**src/rtl/fork_sched_pkg.sv**
```systemverilog
// rtl/fork_sched_pkg.sv - shared state encoding and sizing helpers for the packet fork scheduler
package fork_sched_pkg;

  localparam int CNT_W_DEF = 16;

  typedef enum logic [1:0] {
    ST_IDLE   = 2'd0,
    ST_SELECT = 2'd1,
    ST_STREAM = 2'd2,
    ST_DONE   = 2'd3
  } sched_state_e;

  function automatic int ch_w(input int n);
    return (n > 1) ? $clog2(n) : 1;
  endfunction

endpackage

```
**src/rtl/rr_mask_arbiter.sv**
```systemverilog
// rtl/rr_mask_arbiter.sv - next enabled channel strictly after the last grant, searching upward with wrap
module rr_mask_arbiter #(
  parameter int N    = 4,
  parameter int CH_W = 2
) (
  input  logic [N-1:0]    mask_i,
  input  logic [CH_W-1:0] last_i,
  input  logic            grant_en_i,
  output logic [CH_W-1:0] grant_o,
  output logic            grant_valid_o
);

  logic            found;
  logic [CH_W-1:0] idx_c;

  // k runs to N so a single-bit mask wraps back onto the last grant itself
  always_comb begin
    grant_o = '0;
    found   = 1'b0;
    idx_c   = '0;
    for (int k = 1; k <= N; k++) begin
      idx_c = CH_W'((int'(last_i) + k) % N);
      if (!found && mask_i[idx_c]) begin
        grant_o = idx_c;
        found   = 1'b1;
      end
    end
    grant_valid_o = found & grant_en_i;
  end

endmodule

```
**src/rtl/fork_dispatch_sched.sv**
```systemverilog
// rtl/fork_dispatch_sched.sv - round-robin whole-packet dispatch of one stream to Channel streams; FORK_SCHED_STATS_EN adds ch_pkt_cnt
module fork_dispatch_sched
  import fork_sched_pkg::*;
#(
  parameter int  Channel    = 4,
  parameter int  DATA_WIDTH = 64,
  parameter int  CNT_W      = CNT_W_DEF,
  localparam int CH_W       = ch_w(Channel)
) (
  input  logic                          clk,
  input  logic                          rst,
  input  logic                          start,
  input  logic [CNT_W-1:0]              cfg_pkt_num,
  input  logic [Channel-1:0]            cfg_ch_en,
  output logic                          busy,
  output logic                          o_tx_done,
  output logic                          s_axis_tready,
  input  logic [DATA_WIDTH-1:0]         s_axis_tdata,
  input  logic                          s_axis_tlast,
  input  logic                          s_axis_tvalid,
  input  logic [Channel-1:0]            m_axis_tready,
  output logic [Channel*DATA_WIDTH-1:0] m_axis_tdata,
  output logic [Channel-1:0]            m_axis_tlast,
  output logic [Channel-1:0]            m_axis_tvalid,
  output logic [CH_W-1:0]               cur_ch
`ifdef FORK_SCHED_STATS_EN
 ,output logic [Channel*CNT_W-1:0]      ch_pkt_cnt
`endif
);

  sched_state_e       state_q, state_d;
  logic [CH_W-1:0]    cur_q, cur_d, last_q, last_d;
  logic [CH_W-1:0]    arb_grant;
  logic               arb_valid;
  logic [CNT_W-1:0]   total_q, total_d, cnt_q, cnt_d;
  logic [Channel-1:0] mask_q, mask_d;
  logic               hs_last;

  rr_mask_arbiter #(.N(Channel), .CH_W(CH_W)) u_arb (
    .mask_i        (mask_q),
    .last_i        (last_q),
    .grant_en_i    (state_q == ST_SELECT),
    .grant_o       (arb_grant),
    .grant_valid_o (arb_valid)
  );

  assign hs_last = (state_q == ST_STREAM) && s_axis_tvalid && m_axis_tready[cur_q] && s_axis_tlast;

  assign m_axis_tdata = {Channel{s_axis_tdata}};
  assign m_axis_tlast = {Channel{s_axis_tlast}};
  assign cur_ch       = cur_q;

  always_comb begin
    state_d       = state_q;
    cur_d         = cur_q;
    last_d        = last_q;
    total_d       = total_q;
    cnt_d         = cnt_q;
    mask_d        = mask_q;
    busy          = 1'b0;
    o_tx_done     = 1'b0;
    s_axis_tready = 1'b0;
    m_axis_tvalid = '0;
    case (state_q)
      ST_IDLE: begin
        if (start) begin
          // an empty count or empty mask finishes immediately without sending
          if (cfg_pkt_num == '0 || cfg_ch_en == '0) begin
            state_d = ST_DONE;
          end else begin
            total_d = cfg_pkt_num;
            mask_d  = cfg_ch_en;
            cnt_d   = '0;
            state_d = ST_SELECT;
          end
        end
      end
      ST_SELECT: begin
        busy = 1'b1;
        if (arb_valid) begin
          cur_d   = arb_grant;
          last_d  = arb_grant;
          state_d = ST_STREAM;
        end else begin
          state_d = ST_DONE;
        end
      end
      ST_STREAM: begin
        busy                 = 1'b1;
        s_axis_tready        = m_axis_tready[cur_q];
        m_axis_tvalid[cur_q] = s_axis_tvalid;
        if (hs_last) begin
          cnt_d   = cnt_q + 1'b1;
          state_d = (cnt_d == total_q) ? ST_DONE : ST_SELECT;
        end
      end
      ST_DONE: begin
        o_tx_done = 1'b1;
        state_d   = ST_IDLE;
      end
      default: state_d = ST_IDLE;
    endcase
  end

  always_ff @(posedge clk) begin
    if (rst) begin
      state_q <= ST_IDLE;
      cur_q   <= '0;
      last_q  <= CH_W'(Channel - 1);
      total_q <= '0;
      cnt_q   <= '0;
      mask_q  <= '0;
    end else begin
      state_q <= state_d;
      cur_q   <= cur_d;
      last_q  <= last_d;
      total_q <= total_d;
      cnt_q   <= cnt_d;
      mask_q  <= mask_d;
    end
  end

`ifdef FORK_SCHED_STATS_EN
  logic [Channel-1:0][CNT_W-1:0] stats_q;

  always_ff @(posedge clk) begin
    if (rst || (state_q == ST_IDLE && start)) begin
      stats_q <= '0;
    end else if (hs_last && stats_q[cur_q] != '1) begin
      stats_q[cur_q] <= stats_q[cur_q] + 1'b1;
    end
  end

  assign ch_pkt_cnt = stats_q;
`endif

endmodule
```
**config.mk**
```make
export PLATFORM = sky130hd
export DESIGN_NAME = fork_dispatch_sched
export DESIGN_NICKNAME = d
export VERILOG_FILES = /design/src/rtl/fork_sched_pkg.sv /design/src/rtl/rr_mask_arbiter.sv /design/src/rtl/fork_dispatch_sched.sv
export SDC_FILE = /design/constraint.sdc
export NUM_CORES = 1
export LEC_CHECK = 0
export ABC_AREA = 1
export CAP_MARGIN = 20
export CORE_AREA = 5 5 137 139
export DETAILED_ROUTE_END_ITERATION = 10
export DIE_AREA = 0 0 142 144
export GPL_TIMING_DRIVEN = 0
export MAX_ROUTING_LAYER = met4
export PLACE_DENSITY_LB_ADDON = 0.3
export SLEW_MARGIN = 20
export SYNTH_ARGS = -nofsm -noshare
export SYNTH_HDL_FRONTEND = slang
export SYNTH_SLANG_ARGS = --single-unit
```
**constraint.sdc**
```tcl
create_clock -name clk -period 5.55 [get_ports clk]
set_clock_uncertainty 0.15 [all_clocks]
set_input_delay 1.11 -clock clk [delete_from_list [all_inputs] [get_ports clk]]
set_output_delay 1.11 -clock clk [all_outputs]
set_load 0.005 [all_outputs]
```
Word level (Yosys, flattened, before mapping) --
Index checks and enable logic that the tools add are counted.
Word-level totals: register bits 42, input bits 93
Cells by class: add/subtract/negate cells 5, $lt $le $gt $ge 6, equal/unequal tests 7, mux-type cells 34, bitwise operators 3, reduce and logical (&&, ||, !) cells 20
Operators by type and width (number):
- 2-to-1 mux 16 bit | 3
- one-hot mux 16 bit (2 select lines) | 1
- adder 16 x 1 -> 16 bit (second input constant) | 1
- equality test 16 bit | 1
- zero test 16 bit | 1
- 2-to-1 mux 2 bit | 8
- < comparator 2 x 3 -> 1 bit (second input constant) | 5
- 2-to-1 mux 1 bit | 14
- binary-select mux 1 bit (select 2 bit) | 5
- one-hot mux 2 bit (4 select lines) | 1
- logical AND 1 bit | 7
- != test 2 bit (second input constant) | 3
- adder 2 x 1 -> 2 bit (second input constant) | 2
- adder 2 bit (second input constant) | 2
- bitwise AND 4 bit | 1
- equality test 2 bit (second input constant) | 2
- zero test 4 bit | 1
- 2-to-1 mux 4 bit | 1
- AND reduction 2 bit | 2
- AND reduction 4 bit | 1
- zero test 1 bit | 3
- AND reduction 3 bit | 1
- demux 1 bit (select 2 bit) | 1
- equality test 2 x 1 -> 1 bit (second input constant) | 1
- 7 further kinds | 7

Longest topological paths before layout --
depth after elaboration 16, gate-level depth with buffers 15, mapped depth without buffers 15

By module --
From an unflattened synthesis, not the netlist that was laid out.
Unflattened totals: cells, all modules 695, area, all modules 4714.5 sq um
By module, submodules not included:
- fork_dispatch_sched | times used 1, cells each 637, area an instance 4399.2 sq um
- rr_mask_arbiter | times used 1, cells each 58, area an instance 315.3 sq um

Least setup slack after synthesis --
OpenSTA, ideal clock, no wires.
kind input port to output port, from input m_axis_tready[3], to output s_axis_tready, arrival 1.433 ns, data required time 4.290 ns, setup slack 2.857 ns, stages 4, buffers on the path 0, cell sequence nand3_1 > nand2_1 > a21oi_2 > a21oi_1
On the way: cells in the longest elaborated chain, start to end 3
RTL lines:
- start, declared | line fork_dispatch_sched.sv:21 | input logic [Channel-1:0] m_axis_tready,
- binary-select mux 1 bit (select 2 bit) | line fork_dispatch_sched.sv:90 | s_axis_tready = m_axis_tready[cur_q];
- 2-to-1 mux 1 bit (implied by the code) | line fork_dispatch_sched.sv:90
- 2-to-1 mux 1 bit | line fork_dispatch_sched.sv:64 | case (state_q)
- end, declared | line fork_dispatch_sched.sv:17 | output logic s_axis_tready,
Every way passes these cells. The select of a mux whose other input is x is not followed.

Worst setup path in the final report --
Same ends and word-level chain as after synthesis.

==> summary.txt <==
P&R area growth vs syn -> 72.9%
number of distinct library cells after synthesis -> 35
routed vias/inst -> 3.96
post-route cell area -> 8090 µm²
worst-path fanout max -> 2
crit end category -> output port
most frequent CP cell -> clkdlybuf4s50_1
WL per Instance -> 12.4 µm
GP Congestion -> 0.883
Hold Path Depth -> 2
Cells after Synth -> 680
max_slew headroom -> 0.605
worst reg2reg path endpoint -> state_q[1]
Cell Pwr Density -> 241 nW/µm²
DP Cell Count -> 1,206
worst path required time -> 4.29 ns
type of origin of the critical path -> input port
die area -> 20,400 µm²
yosys warns -> 0
layout cells sized above 1 -> 0.309
DR vias -> 4,813
Post-DP Area -> 7940 µm²
layout net count -> 1,082
delay-heaviest family, CP -> buffers and inverters
vias in the first global route -> 4,466
clock buffer depth -> 2
Mapped Avg Cell Area -> 6.88 µm²
Critical Path, Cell by Cell -> clkdlybuf4s50_1, nand3_1, nand2_1, a21oi_2, a21oi_1, clkdlybuf4s50_1
floorplan row count -> 49
Tot Pwr -> 1.95 mW
critical path arrival -> 2.44 ns
DRC viols -> 0
Worst-Margin Slew -> 0.587 ns
CP max stage cell -> clkdlybuf4s50_1
# setup viols final -> 0
hold crit path type -> flip-flop to flip-flop
Detail Route Antenna Nets -> 0
worst r2r src -> state_q[0]
max_cap viols -> 0
grt total ovfl -> 0
sequential share of the synthesized area -> 0.180
Mapped Nets -> 778
clock sinks -> 42
Detailed Route Iter0 Violations -> 203
post-detail-place hpwl -> 13,400 µm
post-CTS setup buffers -> 0
H-tree depth -> 2
Post-synth ARST share -> 0
Final TNS setup -> 0 ns
FF+latch count, synth -> 42
Max Clk Rate -> 0.271 GHz
post-CTS resize count -> 0
worst hold endpoint -> mask_q[3]
Skew-Pair Late Insertion Delay -> 0.28 ns
Critical Setup Path Class -> input port to output port
initial antenna violation count -> 0
min cycle time layout -> 3.70 ns
initial cell density of the core -> 0.267
top-level I/O count -> 362
max incr delay on CP -> 0.55 ns
CP Buf/Inv Count -> 2
period utilization -> 0.666
GRT Total Usage -> 0.137
HP Start -> mask_q[3]
reg2reg setup slack -> 3.36 ns
core footprint -> 17,500 µm²
CTS tree -> done
worst r2r path cells -> 14
DRT Pass-1 Iters -> 4
Slew Limit Fails -> 0
VDD IR max -> 0.163 mV
Ant. Diodes -> 0
synthesized area -> 4680 µm²
Port-buffer cells -> 297
largest net degree at the start of global routing -> 14
Leak -> 3.61 nW
outcome -> finished clean
Post-CTS Hold Fix Bufs -> 0
clock buffer count from CTS -> 5
Hold Fails Final Rpt -> 0
WL final -> 15,000 µm
first-pass GRT wire length -> 22,600 µm
Final Util -> 0.461
Die W -> 142 µm
EDFF count, synth -> 0
CTS root buffer -> clkbuf_16
ys flop type -> dfxtp_1
RSZ-0062 raised after global routing -> no
Non-Filler Instances -> 1,214
Die Y -> 144 µm
Clock transition at path regs -> 0.06 ns
[cells in the final DEF, fill, tap and decap left out, drive strengths merged]
cell           instances
nor2                  45
xor2                   2
xor3                   1
nand3                 42
nand4                  8
ha                     5
clkdlybuf4s50        297
nor3                   3
nor4                   5
clkinv                 3
clkbuf                12
o21ai                 48
a21oi                 53
o221ai                 1
inv                   53
buf                  266
dfxtp                 42
clkinvlp               1
o21bai                 2
o211ai                 1
nand2                 94
and2                   1
[metal layers]
layer  vias up  global-route usage  share of wire
met5         -                   -              0
met4         0              0.0232         0.0085
met3        10              0.0278          0.079
met2       199               0.262           0.55
met1      2087               0.148           0.36
li1       2517                   -              -
[through the flow]
step	hold slack [ns]	setup slack, ns
after floorplan	0.274	2.86
after global placement	0.298	1.87
after detailed placement	0.302	1.85
after CTS	0.311	1.85
after global routing	0.330	1.80
final	0.308	1.85
[kinds of logic (layout without fill, tap and decap cells)]
logic type	after synthesis	in the layout	synth area share
buf+inv	327	632	0.475
simple gates	198	198	0.197
compound gates	105	105	0.125
flops	42	42	0.180
fa+ha+maj	5	5	0.0134
xor+xnor	3	3	0.0104
[Yosys cell counts, types with 2 or more instances]
library cell | n | area (µm²)
a21oi_1 | 49 | 245
a21oi_2 | 3 | 26.3
buf_1 | 2 | 7.51
buf_4 | 262 | 1970
clkbuf_1 | 6 | 22.5
clkinv_1 | 2 | 7.51
dfxtp_1 | 42 | 841
ha_1 | 5 | 62.6
inv_1 | 47 | 176
inv_2 | 6 | 22.5
nand2_1 | 87 | 327
nand2_2 | 3 | 18.8
nand2_4 | 4 | 45.0
nand3_1 | 42 | 210
nand4_1 | 8 | 50.1
nor2_1 | 38 | 143
nor2_2 | 2 | 12.5
nor2_4 | 5 | 56.3
nor3_1 | 2 | 10.0
nor4_1 | 5 | 31.3
o21ai_0 | 33 | 165
o21ai_1 | 11 | 55.1
o21ai_2 | 4 | 35.0
[final cells by class]
class / instances / area [µm²]
multi-input cells: 311 / 1620
flip-flops and latches: 42 / 841
repair buffers: 297 / 2970
inverters: 55 / 206
plain buffers: 272 / 2010
clock buffers: 6 / 139
clock inverters: 2 / 12.5
well taps: 229 / 287
fillers: 1780 / 9450
[flip-flops by register name, indices dropped and copies added, names as in the netlist]
register / count
total_q: 16
cur_ch: 2
state_q: 2
cnt_q: 16
mask_q: 4
last_q: 2
[power by group]
| part | total, mW | internal, mW | switching [mW] |
|---|---|---|---|
| combinational | 1.16 | 0.573 | 0.583 |
| sequential | 0.495 | 0.403 | 0.0919 |
| clock | 0.297 | 0.178 | 0.119 |
[worst max-delay path by stage]
stage / slack [ns] / start / cells past startpoint / end
final: 1.85 / m_axis_tready[3] / 6 / s_axis_tready
after CTS: 1.85 / m_axis_tready[3] / 6 / s_axis_tready
after detailed placement: 1.85 / m_axis_tready[3] / 6 / s_axis_tready
after floorplan: 2.86 / m_axis_tready[3] / 4 / s_axis_tready
after global routing: 1.80 / m_axis_tready[3] / 6 / s_axis_tready
after global placement: 1.87 / m_axis_tready[3] / 6 / s_axis_tready
[worst min-delay path: cells and delay by family, from the launching register on]
family          cells  cell delay (ns)
buf+inv             1             0.06
flops               1             0.30
compound gates      1             0.05
Power figures use the tool's default switching activity.
==> RTL change (config.mk and constraints unchanged) <==
The package constant `CNT_W_DEF` goes from 16 to 24.
--- a/src/rtl/fork_sched_pkg.sv
+++ b/src/rtl/fork_sched_pkg.sv
@@ -1,7 +1,7 @@
 // rtl/fork_sched_pkg.sv - shared state encoding and sizing helpers for the packet fork scheduler
 package fork_sched_pkg;
 
-  localparam int CNT_W_DEF = 16;
+  localparam int CNT_W_DEF = 24;
 
   typedef enum logic [1:0] {
     ST_IDLE   = 2'd0,
Interface: changed (resized cfg_pkt_num); port bits go from 362 to 370. The function was not compared with the original's and may differ.
==> RTL change against the unedited design <==
- final area is 16% higher
- die area stayed put
- area after synthesis is 22% higher
- sequential cell count is 16 higher
- routed wire length is 21% higher
- non-clock buffer count is 12 higher
- worst setup slack hardly changed
- power is 13% higher
==> RTL change: results (changes against the unedited design) <==
Yosys
  • Synth Area per Inst: 6.68 µm² (-2.9%)
  • Sequential-to-total area share from yosys stat: 20.4% (+2.4 points)
  • Xor/xnor share of the synthesized area: 0.793% (-0.25 points)
  • Synth Net Count: 957 (+23%)
  • Adder-cell share of the synthesized area: 1.10% (-0.24 points)
  • Synth area leaders: buf_4, dfxtp_1, nand2_1
  • Synth unique cells: 34 (-2.9%)

Global routing
  • First-pass GRT wire length: 27800 µm (+23%)
  • Largest net degree at the start of global routing: 11 (-3)
  • Tot GR Track Use: 17.1% (+3.4 points)

Place
  • Dpl ws: 1790 ps (-56.2 ps)
  • Post-DP HPWL: 15700 µm (+17%)
  • Placed inst area: 0.00901 mm² (+14%)
  • GP Congestion: 0.855 (-3.2%)
  • Port Buffers: 304 (+2.4%)

Pwr
  • VDD IR max: 0.000214 V (+31%)
  • Int Pwr: 1.46 mW (+27%)
  • Leakage: 4.33 nW (+20%)

Clock tree
  • Clock-pin slew on the worst setup and hold paths: 50 ps
  • H-tree depth: 3 (+1)
  • Skew-Pair Late Insertion Delay: 340 ps (+60 ps)

Run status
  • Status: completed

Cells and area
  • Nets@finish: 1272 (+18%)
  • Fraction of layout cells with a size suffix above 1: 27.1% (-3.8 points)
  • # fillers: 1715 (-3.7%)
  • Largest registers: cnt_q (24), total_q (24), mask_q (4)

Worst hold path
  • Hold wc startpoint: total_q[21]

Route
  • Vias per cell: 4.26 (+7.4%)
  • DRT iter0 DRCs: 254 (+25%)
  • Routed len/inst: 13.0 µm (+5.2%)

Timing
  • Worst-margin pin slew: 565 ps (-22.1 ps)
RTL change: cell count changes after synthesis, sizes merged, moves of 10 or more:
cell / unedited run / this run
nand2: 94 / 165
inv: 53 / 84
dfxtp: 42 / 58
nand3: 42 / 52
nor2: 45 / 72
a21oi: 53 / 36
a22oi: 0 / 23
RTL change: final timing paths:
path,to,slack (ps)
hold / removal,total_q[21],310
setup / recovery,s_axis_tready,1850
hold reg to reg,total_q[21],310
setup reg to reg,state_q[1],3220
RTL change: power by group through the flow:
| stage | combinational [mW] | clock (mW) | sequential (mW) |
|---|---|---|---|
| after detailed placement | 1.00 | 0 | 0.550 |
| final | 1.00 | 0.659 | 0.543 |
| after CTS | 1.01 | 0.664 | 0.542 |
| after global routing | 1.11 | 0.683 | 0.552 |
| after global placement | 0.992 | 0 | 0.548 |
| after floorplan | 0.599 | 0 | 0.538 |
RTL change: layout make-up:
class                      count  share of cell area (%)
timing repair buffer         304                    32.5
buffer                       277                    21.7
clock buffer                  11                    2.70
inverter                      84                    3.37
sequential                    58                    12.4
clock inverter                 5                    1.07
multi-input combinational    432                    23.2
tap                          229                    3.06
RTL change: routing by layer:
layer  wire length, µm  GRT usage [%]
met5                 0              -
met4               285           4.70
met3              1330           3.90
met2              9660           31.6
met1              6940           18.2
RTL change: kinds of logic (layout without fill, tap and decap cells):
kind of cell / count (synthesis) / in the layout
compound gates: 106 / 106
xor+xnor: 3 / 3
fa+ha+maj: 5 / 5
buf+inv: 361 / 681
flops: 58 / 58
simple gates: 318 / 318
RTL change: worst register-to-register path: stages, from the launching register on:
cell and delay (ps):
dfxtp_1 380, ha_1 240, nand2_2 110, nor2_4 200, nand2_1 130, nor2_2 220
nand3_2 100, nand3_1 100, nand2_1 70, nor2_1 130, nand2_1 60, nor2_1 80
nand2_1 70, nand2_1 60, nand2_1 50, a21oi_2 110
RTL change: per-stage QoR:
step                utilization [%]  hold slack, ps
floorplan                         -             274
global placement               51.4             302
detailed placement             51.4             306
CTS                            53.4             315
global route                   53.4             335
finish                         53.4             315
